File: src/rtl/branch_hazard_controller.sv
// Branch hazard controller: stalls conditional branches until in-flight flag writers
// have committed, redirects the PC on taken branches and keeps branch statistics.
module branch_hazard_controller #(
    parameter int CNT_WIDTH  = 16,
    parameter int PEND_WIDTH = 2
) (
    input  logic                  clock,
    input  logic                  reset,
    input  logic                  id_valid,
    input  logic [7:0]            id_operation,
    input  logic                  id_writes_flags,
    input  logic                  flag_update,
    input  logic                  take_branch_target,
    output logic                  stall_fetch,
    output logic                  stall_decode,
    output logic                  pc_load,
    output logic                  flush_fetch,
    output logic [PEND_WIDTH-1:0] pending,
    output logic                  pend_overflow,
    output logic [CNT_WIDTH-1:0]  branch_count,
    output logic [CNT_WIDTH-1:0]  taken_count,
    output logic [1:0]            fsm_state
);

    typedef enum logic [1:0] {
        IDLE       = 2'd0,
        WAIT_FLAGS = 2'd1,
        FLUSH      = 2'd2
    } state_t;

    localparam logic [PEND_WIDTH-1:0] PEND_MAX = '1;

    state_t state;
    state_t state_next;
    logic   is_branch;
    logic   is_cond;
    logic   pend_zero;
    logic   resolvable;
    logic   stall;
    logic   resolve;
    logic   pend_inc;
    logic   pend_dec;
    logic   op_unused;

    assign is_branch  = id_valid && (id_operation[7:3] == 5'b00111);
    assign is_cond    = is_branch && (id_operation[1:0] != 2'b00);
    assign pend_zero  = (pending == '0);
    assign resolvable = !is_cond || pend_zero;
    assign op_unused  = id_operation[2];

    always_ff @(posedge clock) begin
        if (reset) begin
            state <= IDLE;
        end else begin
            state <= state_next;
        end
    end

    always_comb begin
        state_next = state;
        case (state)
            IDLE: begin
                if (is_branch) begin
                    if (!resolvable) begin
                        state_next = WAIT_FLAGS;
                    end else if (take_branch_target) begin
                        state_next = FLUSH;
                    end
                end
            end
            WAIT_FLAGS: begin
                if (pend_zero) begin
                    state_next = take_branch_target ? FLUSH : IDLE;
                end
            end
            FLUSH:   state_next = IDLE;
            default: state_next = IDLE;
        endcase
    end

    // Control outputs are forced low while reset is held so no redirect escapes a reset cycle.
    always_comb begin
        stall       = 1'b0;
        pc_load     = 1'b0;
        flush_fetch = 1'b0;
        resolve     = 1'b0;
        if (!reset) begin
            case (state)
                IDLE: begin
                    if (is_branch) begin
                        if (!resolvable) begin
                            stall = 1'b1;
                        end else begin
                            resolve     = 1'b1;
                            pc_load     = take_branch_target;
                            flush_fetch = take_branch_target;
                        end
                    end
                end
                WAIT_FLAGS: begin
                    if (!pend_zero) begin
                        stall = 1'b1;
                    end else begin
                        resolve     = 1'b1;
                        pc_load     = take_branch_target;
                        flush_fetch = take_branch_target;
                    end
                end
                FLUSH:   flush_fetch = 1'b1;
                default: ;
            endcase
        end
    end

    assign stall_fetch  = stall;
    assign stall_decode = stall;
    assign fsm_state    = state;

    assign pend_inc = id_valid && id_writes_flags && !stall && (state != FLUSH);
    assign pend_dec = flag_update;

    // A simultaneous issue and commit cancel out, so neither limit check applies.
    always_ff @(posedge clock) begin
        if (reset) begin
            pending       <= '0;
            pend_overflow <= 1'b0;
        end else if (pend_inc && !pend_dec) begin
            if (pending == PEND_MAX) begin
                pend_overflow <= 1'b1;
            end else begin
                pending <= pending + 1'b1;
            end
        end else if (pend_dec && !pend_inc) begin
            if (pend_zero) begin
                pend_overflow <= 1'b1;
            end else begin
                pending <= pending - 1'b1;
            end
        end
    end

    always_ff @(posedge clock) begin
        if (reset) begin
            branch_count <= '0;
            taken_count  <= '0;
        end else if (resolve) begin
            branch_count <= branch_count + 1'b1;
            if (take_branch_target) begin
                taken_count <= taken_count + 1'b1;
            end
        end
    end

endmodule

File: config.mk
export PLATFORM = sky130hd
export DESIGN_NAME = branch_hazard_controller
export DESIGN_NICKNAME = d
export VERILOG_FILES = /design/src/rtl/branch_hazard_controller.sv
export SDC_FILE = /design/constraint.sdc
export NUM_CORES = 1
export LEC_CHECK = 0
export CORE_MARGIN = 1
export CORE_UTILIZATION = 40
export CTS_CLUSTER_SIZE = 10
export DETAILED_ROUTE_END_ITERATION = 10
export PLACE_DENSITY = 0.7
export SYNTH_ARGS = -nofsm -noshare
export SYNTH_HDL_FRONTEND = slang
export SYNTH_SLANG_ARGS = --single-unit
File: constraint.sdc
create_clock -name clock -period 2.69 [get_ports clock]
set_clock_uncertainty 0.1 [all_clocks]
set_input_delay 0.4035 -clock clock [delete_from_list [all_inputs] [get_ports clock]]
set_output_delay 0.4035 -clock clock [all_outputs]
set_load 0.02 [all_outputs]
==> reports/qor.yml, run 1 <==
yosys:
  yosysWarnings: 0
  synth_seq_cells: 37
  synth_cells: 219
  synth_mux_area_frac: 0
  syn_nets: 237
  netlist_area_mm2: 0.00182
  synthXorXnorAreaFrac: 0.0960
  yosys.area_share.simple: 0.252
  ys_types: 37
  synth-compound-area-share: 0.174
  synth_adder_area_share: 0.0274
  synth_top_family_by_area: "simple AND/OR/NAND/NOR gates"
  avgSynthCellArea_um2: 8.33
  yosysSeqAreaShare: 0.406
cts:
  insertion_delay_ns: 0.29
  cts.hold.buffers_added: 0
  cts_max_level: 2
  tritoncts: "yes"
  clock-sinks: 37
  cts_root_buf: "clkbuf_8"
  cts_buffer_depth: 2
  cts_buffers: 5
  clk_pin_slew_worst_paths_ns: 0.07
floorplan:
  die_height_um: 69.5
  coreArea_mm2: 0.00435
  die_area_mm2: 0.00483
  dieWidth_um: 69.5
  io_pins: 55
  start_util: 0.419
  placementRows: 24
final_layout:
  fillers: 409
  instances_no_fill: 328
  area_growth_pct: 38.1
  nets: 294
  n_antenna_cell: 0
  finish.utilization: 0.579
  drive_above_1_share: 0.0725
place:
  port_buffers: 53
  dpl.hpwl_mm: 2.82
  dp.cells: 321
  gp_congestion: 0.705
  dp_slack_ns: -0.106
power_and_ir_drop:
  p_sw_frac: 0.219
  power_uw: 1010
  p_sw_uw: 220
  combPwrFrac: 0.060
  p_clk_frac: 0.390
  vdd_drop_max_mv: 0.237
  p_int_uw: 786
  power_density_mw_per_mm2: 399
  p_leak_uw: 0.000864
  power_frac_seq: 0.550
timing:
  max_slew_margin: 0.749
  rsz0062_at_grt: "no"
  timing.fmax_mhz: 396
  slew_violations: 0
  setup_viol: 0
  final-hold-violation-count: 0
  period_needed_ns: 2.52
  worst_pin_slew_ns: 0.376
  min_period_over_period: 0.938
  setup_slack_ns: 0.167
setup_path:
  path_max_fanout: 3
  arrival_ns: 2.02
  worstPathRequired_ns: 2.19
  critPathKind: "input port to primary output"
  end_kind: "primary output"
  cp-start-kind: "input port"
run:
  maxCapViolCount: 0
global_routing:
  antenna_found_initial: 0
  grtUsageTotal: 0.177
  first_global_vias: 1559
  grt_max_degree: 23
  grt.overflow.total: 0
  grt_pass1_wl_mm: 6.91
drt:
  wl_per_cell_um: 12.3
  drt_pre_antenna_iters: 4
  dr.first_iter.drc_count: 98
  route.detailed.drc: 0
  vias_per_cell: 5.18
  vias: 1700
  ant_nets: 0
  wirelength_mm: 4.02
outcome:
  status: "finished, final reports clean"
hold_path:
  hp-class: "register to register"
[power groups by stage]
| stage | Clock [uW] | Combinational (uW) | Sequential (uW) |
|---|---|---|---|
| after floorplan | 0 | 25.9 | 568 |
| after global placement | 0 | 60.3 | 566 |
| after detailed placement | 0 | 60.4 | 566 |
| after CTS | 407 | 61.0 | 553 |
| after global routing | 424 | 67.0 | 554 |
| final | 392 | 60.5 | 553 |
[critical path, cell delays in order]
cell and delay [ns]:
clkdlybuf4s50_1 0.47, and4b_1 0.26, and4_1 0.22, o21ai_0 0.13
a21oi_1 0.18, dlygate4sd2_1 0.35
[Yosys cell counts]
cell	n	area, um2
nor4_1	2	12.5
or3_1	10	62.6
o211ai_1	3	22.5
buf_4	2	15.0
a211o_1	1	8.76
o2111ai_1	5	43.8
nand2b_1	2	12.5
nor3b_1	1	7.51
inv_1	7	26.3
and4b_1	1	10.0
and2_1	1	6.26
or2_2	2	12.5
xor2_1	9	78.8
a21boi_0	2	15.0
buf_2	2	10.0
or4_1	1	7.51
dfxtp_1	37	741
o31ai_1	1	7.51
o21ai_0	13	65.1
ha_1	4	50.1
nor2_1	32	120
nor3_1	2	10.0
a2111oi_2	1	15.0
a21oi_1	19	95.1
a31oi_1	1	6.26
a211oi_1	3	22.5
and3_1	4	25.0
and4_1	4	35.0
o22ai_1	1	6.26
nand2_1	11	41.3
nor4b_4	1	23.8
clkbuf_1	8	30.0
nor2b_1	1	6.26
nand4_1	2	12.5
xnor2_1	11	96.3
a221oi_1	1	8.76
nand3_1	11	55.1
[cell families (layout without fill, tap and decap cells)]
group | count (synthesis) | count (layout)
flip-flops | 37 | 37
AND/OR/NAND/NOR | 88 | 88
adder cells (fa/ha/maj) | 4 | 4
buffers and inverters | 19 | 76
AO/OA/AOI/OAI | 51 | 51
XOR/XNOR | 20 | 20
[cell type report]
class                      instances  area [um2]  area share
sequential                        37         741       0.294
tap                               52        65.1      0.0258
clock buffer                       7        86.3      0.0343
multi-input combinational        163        1010       0.400
inverter                           7        26.3      0.0104
timing repair buffer              62         593       0.235
[registers in the layout, summed over array words and instances (netlist names)]
signal	count
fsm_state	2
pending	2
branch_count	16
taken_count	16
pend_overflow	1
[through the flow]
step	setup TNS (ns)	instance area [um2]	hold slack, ns
after floorplan	0	1830	0.451
after global placement	-0.253	2440	0.353
after detailed placement	-0.287	2440	0.365
after CTS	0	2520	0.385
after global routing	0	2520	0.422
final	0	2520	0.377
[per-layer routing]
metal	track usage	vias to the layer above	routed length, um
li1	-	888	-
met1	0.230	768	1990
met2	0.278	37	1780
met3	0.0436	7	176
met4	0.0748	0	71
met5	0	-	0
[final timing paths]
kind                            slack [ns]     startpoint       endpoint  depth (start not counted)
worst max-delay path                  0.17       id_valid    flush_fetch                          6
worst min-delay path                  0.38  pend_overflow  pend_overflow                          2
worst max register to register        0.50     pending[1]  pend_overflow                          9
worst min register to register        0.38  pend_overflow  pend_overflow                          2
[placed cells by master (no fill, tap or decap), types with 3 or more instances in the layout]
cell / count
o2111ai_1: 5
dfxtp_1: 37
clkdlybuf4s50_1: 49
inv_1: 7
o211ai_1: 3
o21ai_0: 13
nor2_1: 32
or3_1: 10
nand3_1: 11
a21oi_1: 19
and4_1: 4
nand2_1: 11
xor2_1: 9
a211oi_1: 3
xnor2_1: 11
and3_1: 4
dlygate4sd2_1: 4
clkbuf_8: 6
ha_1: 4
buf_4: 9
[repair_timing]
action,in CTS,in global routing
resized for setup,4,0
endpoints found under the setup margin,4,0
buffers inserted,0,0
hold endpoints to repair,0,0
No activity file was read; power rests on OpenSTA's default activity.
==> run 2, diff against run 1 <==
--- a/config.mk
+++ b/config.mk
@@ -5,11 +5,13 @@
 export SDC_FILE = /design/constraint.sdc
 export NUM_CORES = 1
 export LEC_CHECK = 0
+export CAP_MARGIN = 15
 export CORE_MARGIN = 1
 export CORE_UTILIZATION = 40
 export CTS_CLUSTER_SIZE = 10
 export DETAILED_ROUTE_END_ITERATION = 10
 export PLACE_DENSITY = 0.7
+export REMOVE_ABC_BUFFERS = 1
 export SYNTH_ARGS = -nofsm -noshare
 export SYNTH_HDL_FRONTEND = slang
 export SYNTH_SLANG_ARGS = --single-unit
==> run 2 against run 1 <==
Register-to-register slack worse by 0.03 ns. Clock-buffer cell count is 2 lower. Clock power is 19% higher. Maximum frequency hardly changed. Sequential share of layout area is 0.39 points lower. Total power is 7.3% higher. Worst setup slack worse by 0.0022 ns.
==> reports/qor.yml, run 2 (synthesis results as in run 1) <==
cts:
  cts_buffer_depth: 2  # unchanged
  insertion_delay_ns: 0.29  # about the same
  cts_buffers: 5  # unchanged
  cts_max_level: 2  # unchanged
  clk_pin_slew_worst_paths_ns: 0.07  # about the same
  tritoncts: "yes"
  cts.hold.buffers_added: 0  # unchanged
  clock-sinks: 37  # unchanged
  cts_root_buf: "clkbuf_8"
timing:
  hold_slack_ns: 0.383  # +0.00629 ns
  worst_pin_slew_ns: 0.422  # +0.0465 ns
  rsz0062_at_grt: "no"
  timing.fmax_mhz: 396  # about the same
  final-hold-violation-count: 0  # unchanged
  period_needed_ns: 2.52  # +0.00218 ns
  min_period_over_period: 0.939  # about the same
  slew_violations: 0  # unchanged
  setup_slack_ns: 0.165  # -0.00218 ns
  setup_viol: 0  # unchanged
  fin_tns_setup_ns: 0  # unchanged
  max_slew_margin: 0.717  # -0.0319
place:
  dpl.hpwl_mm: 2.85  # +1.1%
  dp.cells: 324  # +0.93%
  dp_slack_ns: -0.0975  # +0.00818 ns
  port_buffers: 53  # unchanged
  gp_congestion: 0.709  # +0.45%
drt:
  vias: 1745  # +2.6%
  route.detailed.drc: 0  # unchanged
  dr.first_iter.drc_count: 72  # -27%
  vias_per_cell: 5.27  # +1.7%
  drt_pre_antenna_iters: 4  # unchanged
  ant_nets: 0  # unchanged
  wirelength_mm: 4.10  # +1.9%
  wl_per_cell_um: 12.4  # +1.0%
final_layout:
  top_regs: "branch_count x16, taken_count x16"
  final_common_cell: "clkdlybuf4s50_1"
  n_antenna_cell: 0  # unchanged
  instances_no_fill: 331  # +0.91%
  drive_above_1_share: 0.0824  # +0.00997
  final_cell_mix: "49 x clkdlybuf4s50_1, 37 x dfxtp_1, 32 x nor2_1"
  area_growth_pct: 40.0
  nets: 297  # +1.0%
global_routing:
  first_global_vias: 1570  # +0.71%
  grtUsageTotal: 0.182  # +0.00497
  grt_pass1_wl_mm: 7.13  # +3.3%
  grt_max_degree: 38  # +65%
  grt.overflow.total: 0  # unchanged
  antenna_found_initial: 0  # unchanged
setup_path:
  critPathKind: "input port to primary output"
  end_kind: "primary output"
  worstPathRequired_ns: 2.19  # about the same
  slowest_delay_ns: 0.42  # -0.05 ns
  path_max_fanout: 3  # unchanged
  cp-start-kind: "input port"
  slowest_stage: "clkdlybuf4s50_1"
  crit_chain: "clkdlybuf4s50_1, and4b_1, and4_1, o21ai_0, a21oi_1, dlygate4sd2_1"
  r2r-start: "pending[1]"
  setup.worst_path.start: "id_valid"
  arrival_ns: 2.02  # about the same
floorplan:
  dieWidth_um: 69.5  # unchanged
  io_pins: 55  # unchanged
  placementRows: 24  # unchanged
  die_area_mm2: 0.00483  # unchanged
  start_util: 0.419  # unchanged
  die_height_um: 69.5  # unchanged
  coreArea_mm2: 0.00435  # unchanged
power_and_ir_drop:
  vdd_drop_max_mv: 0.238  # +0.72%
  p_leak_uw: 0.000889  # +3.0%
  power_uw: 1080  # +7.3%
  power_density_mw_per_mm2: 423  # +5.9%
hold_path:
  hold_start: "taken_count[15]"
  hp-class: "register to register"
outcome:
  status: "finished, final reports clean"
run:
  maxCapViolCount: 0  # unchanged
run 2: cell count changes in the layout (fill, tap and decap cells not counted), sizes merged:
cell / previous run / this run
buf: 9 / 12
clkbuf: 7 / 5
bufinv: 0 / 1
clkinv: 0 / 1
run 2: area by class of cell:
cell class	instances	area, um2
inverters	7	26.3
well taps	52	65.1
multi-input cells	163	1000
flip-flops and latches	37	741
fillers	397	1800
clock inverters	2	35.0
clock buffers	5	68.8
repair buffers	65	616
run 2: per-stage QoR:
| step | utilization | cell area [um2] |
|---|---|---|
| 2_1_floorplan | - | 1770 |
| 3_3_place_gp | 0.564 | 2450 |
| 3_5_place_dp | 0.564 | 2450 |
| 4_1_cts | 0.586 | 2550 |
| 5_1_grt | 0.586 | 2550 |
| 6_report | 0.586 | 2550 |
run 2: worst max-delay path: cells and delay by family:
family / cells / cell delay, ns
compound gates: 2 / 0.44
buf+inv: 2 / 0.75
simple gates: 2 / 0.43
run 2: path summary, 6_finish.rpt:
path	end	slack, ns	depth (start not counted)
worst min register to register	taken_count[15]	0.38	2
worst min-delay path	taken_count[15]	0.38	2
worst max register to register	pend_overflow	0.47	10
worst max-delay path	flush_fetch	0.17	6
run 2: power by group:
part | switching (uW) | internal [uW] | total, uW | leakage, uW
Combinational | 27.7 | 33.7 | 61.4 | 0.000537
Sequential | 3.34 | 550 | 553 | 0.000298
Clock | 196 | 269 | 465 | 0.0000540
run 2: metal layers:
layer / track usage / wire [um] / vias to the layer above
li1: - / - / 892
met1: 0.233 / 1940 / 803
met2: 0.290 / 1890 / 44
met3: 0.0552 / 210 / 6
met4: 0.0612 / 58 / 0
met5: 0 / 0 / -
run 2: repair_timing:
action,CTS,global route
endpoints found under the setup margin,4,0
buffers inserted,0,0
resized for setup,4,0
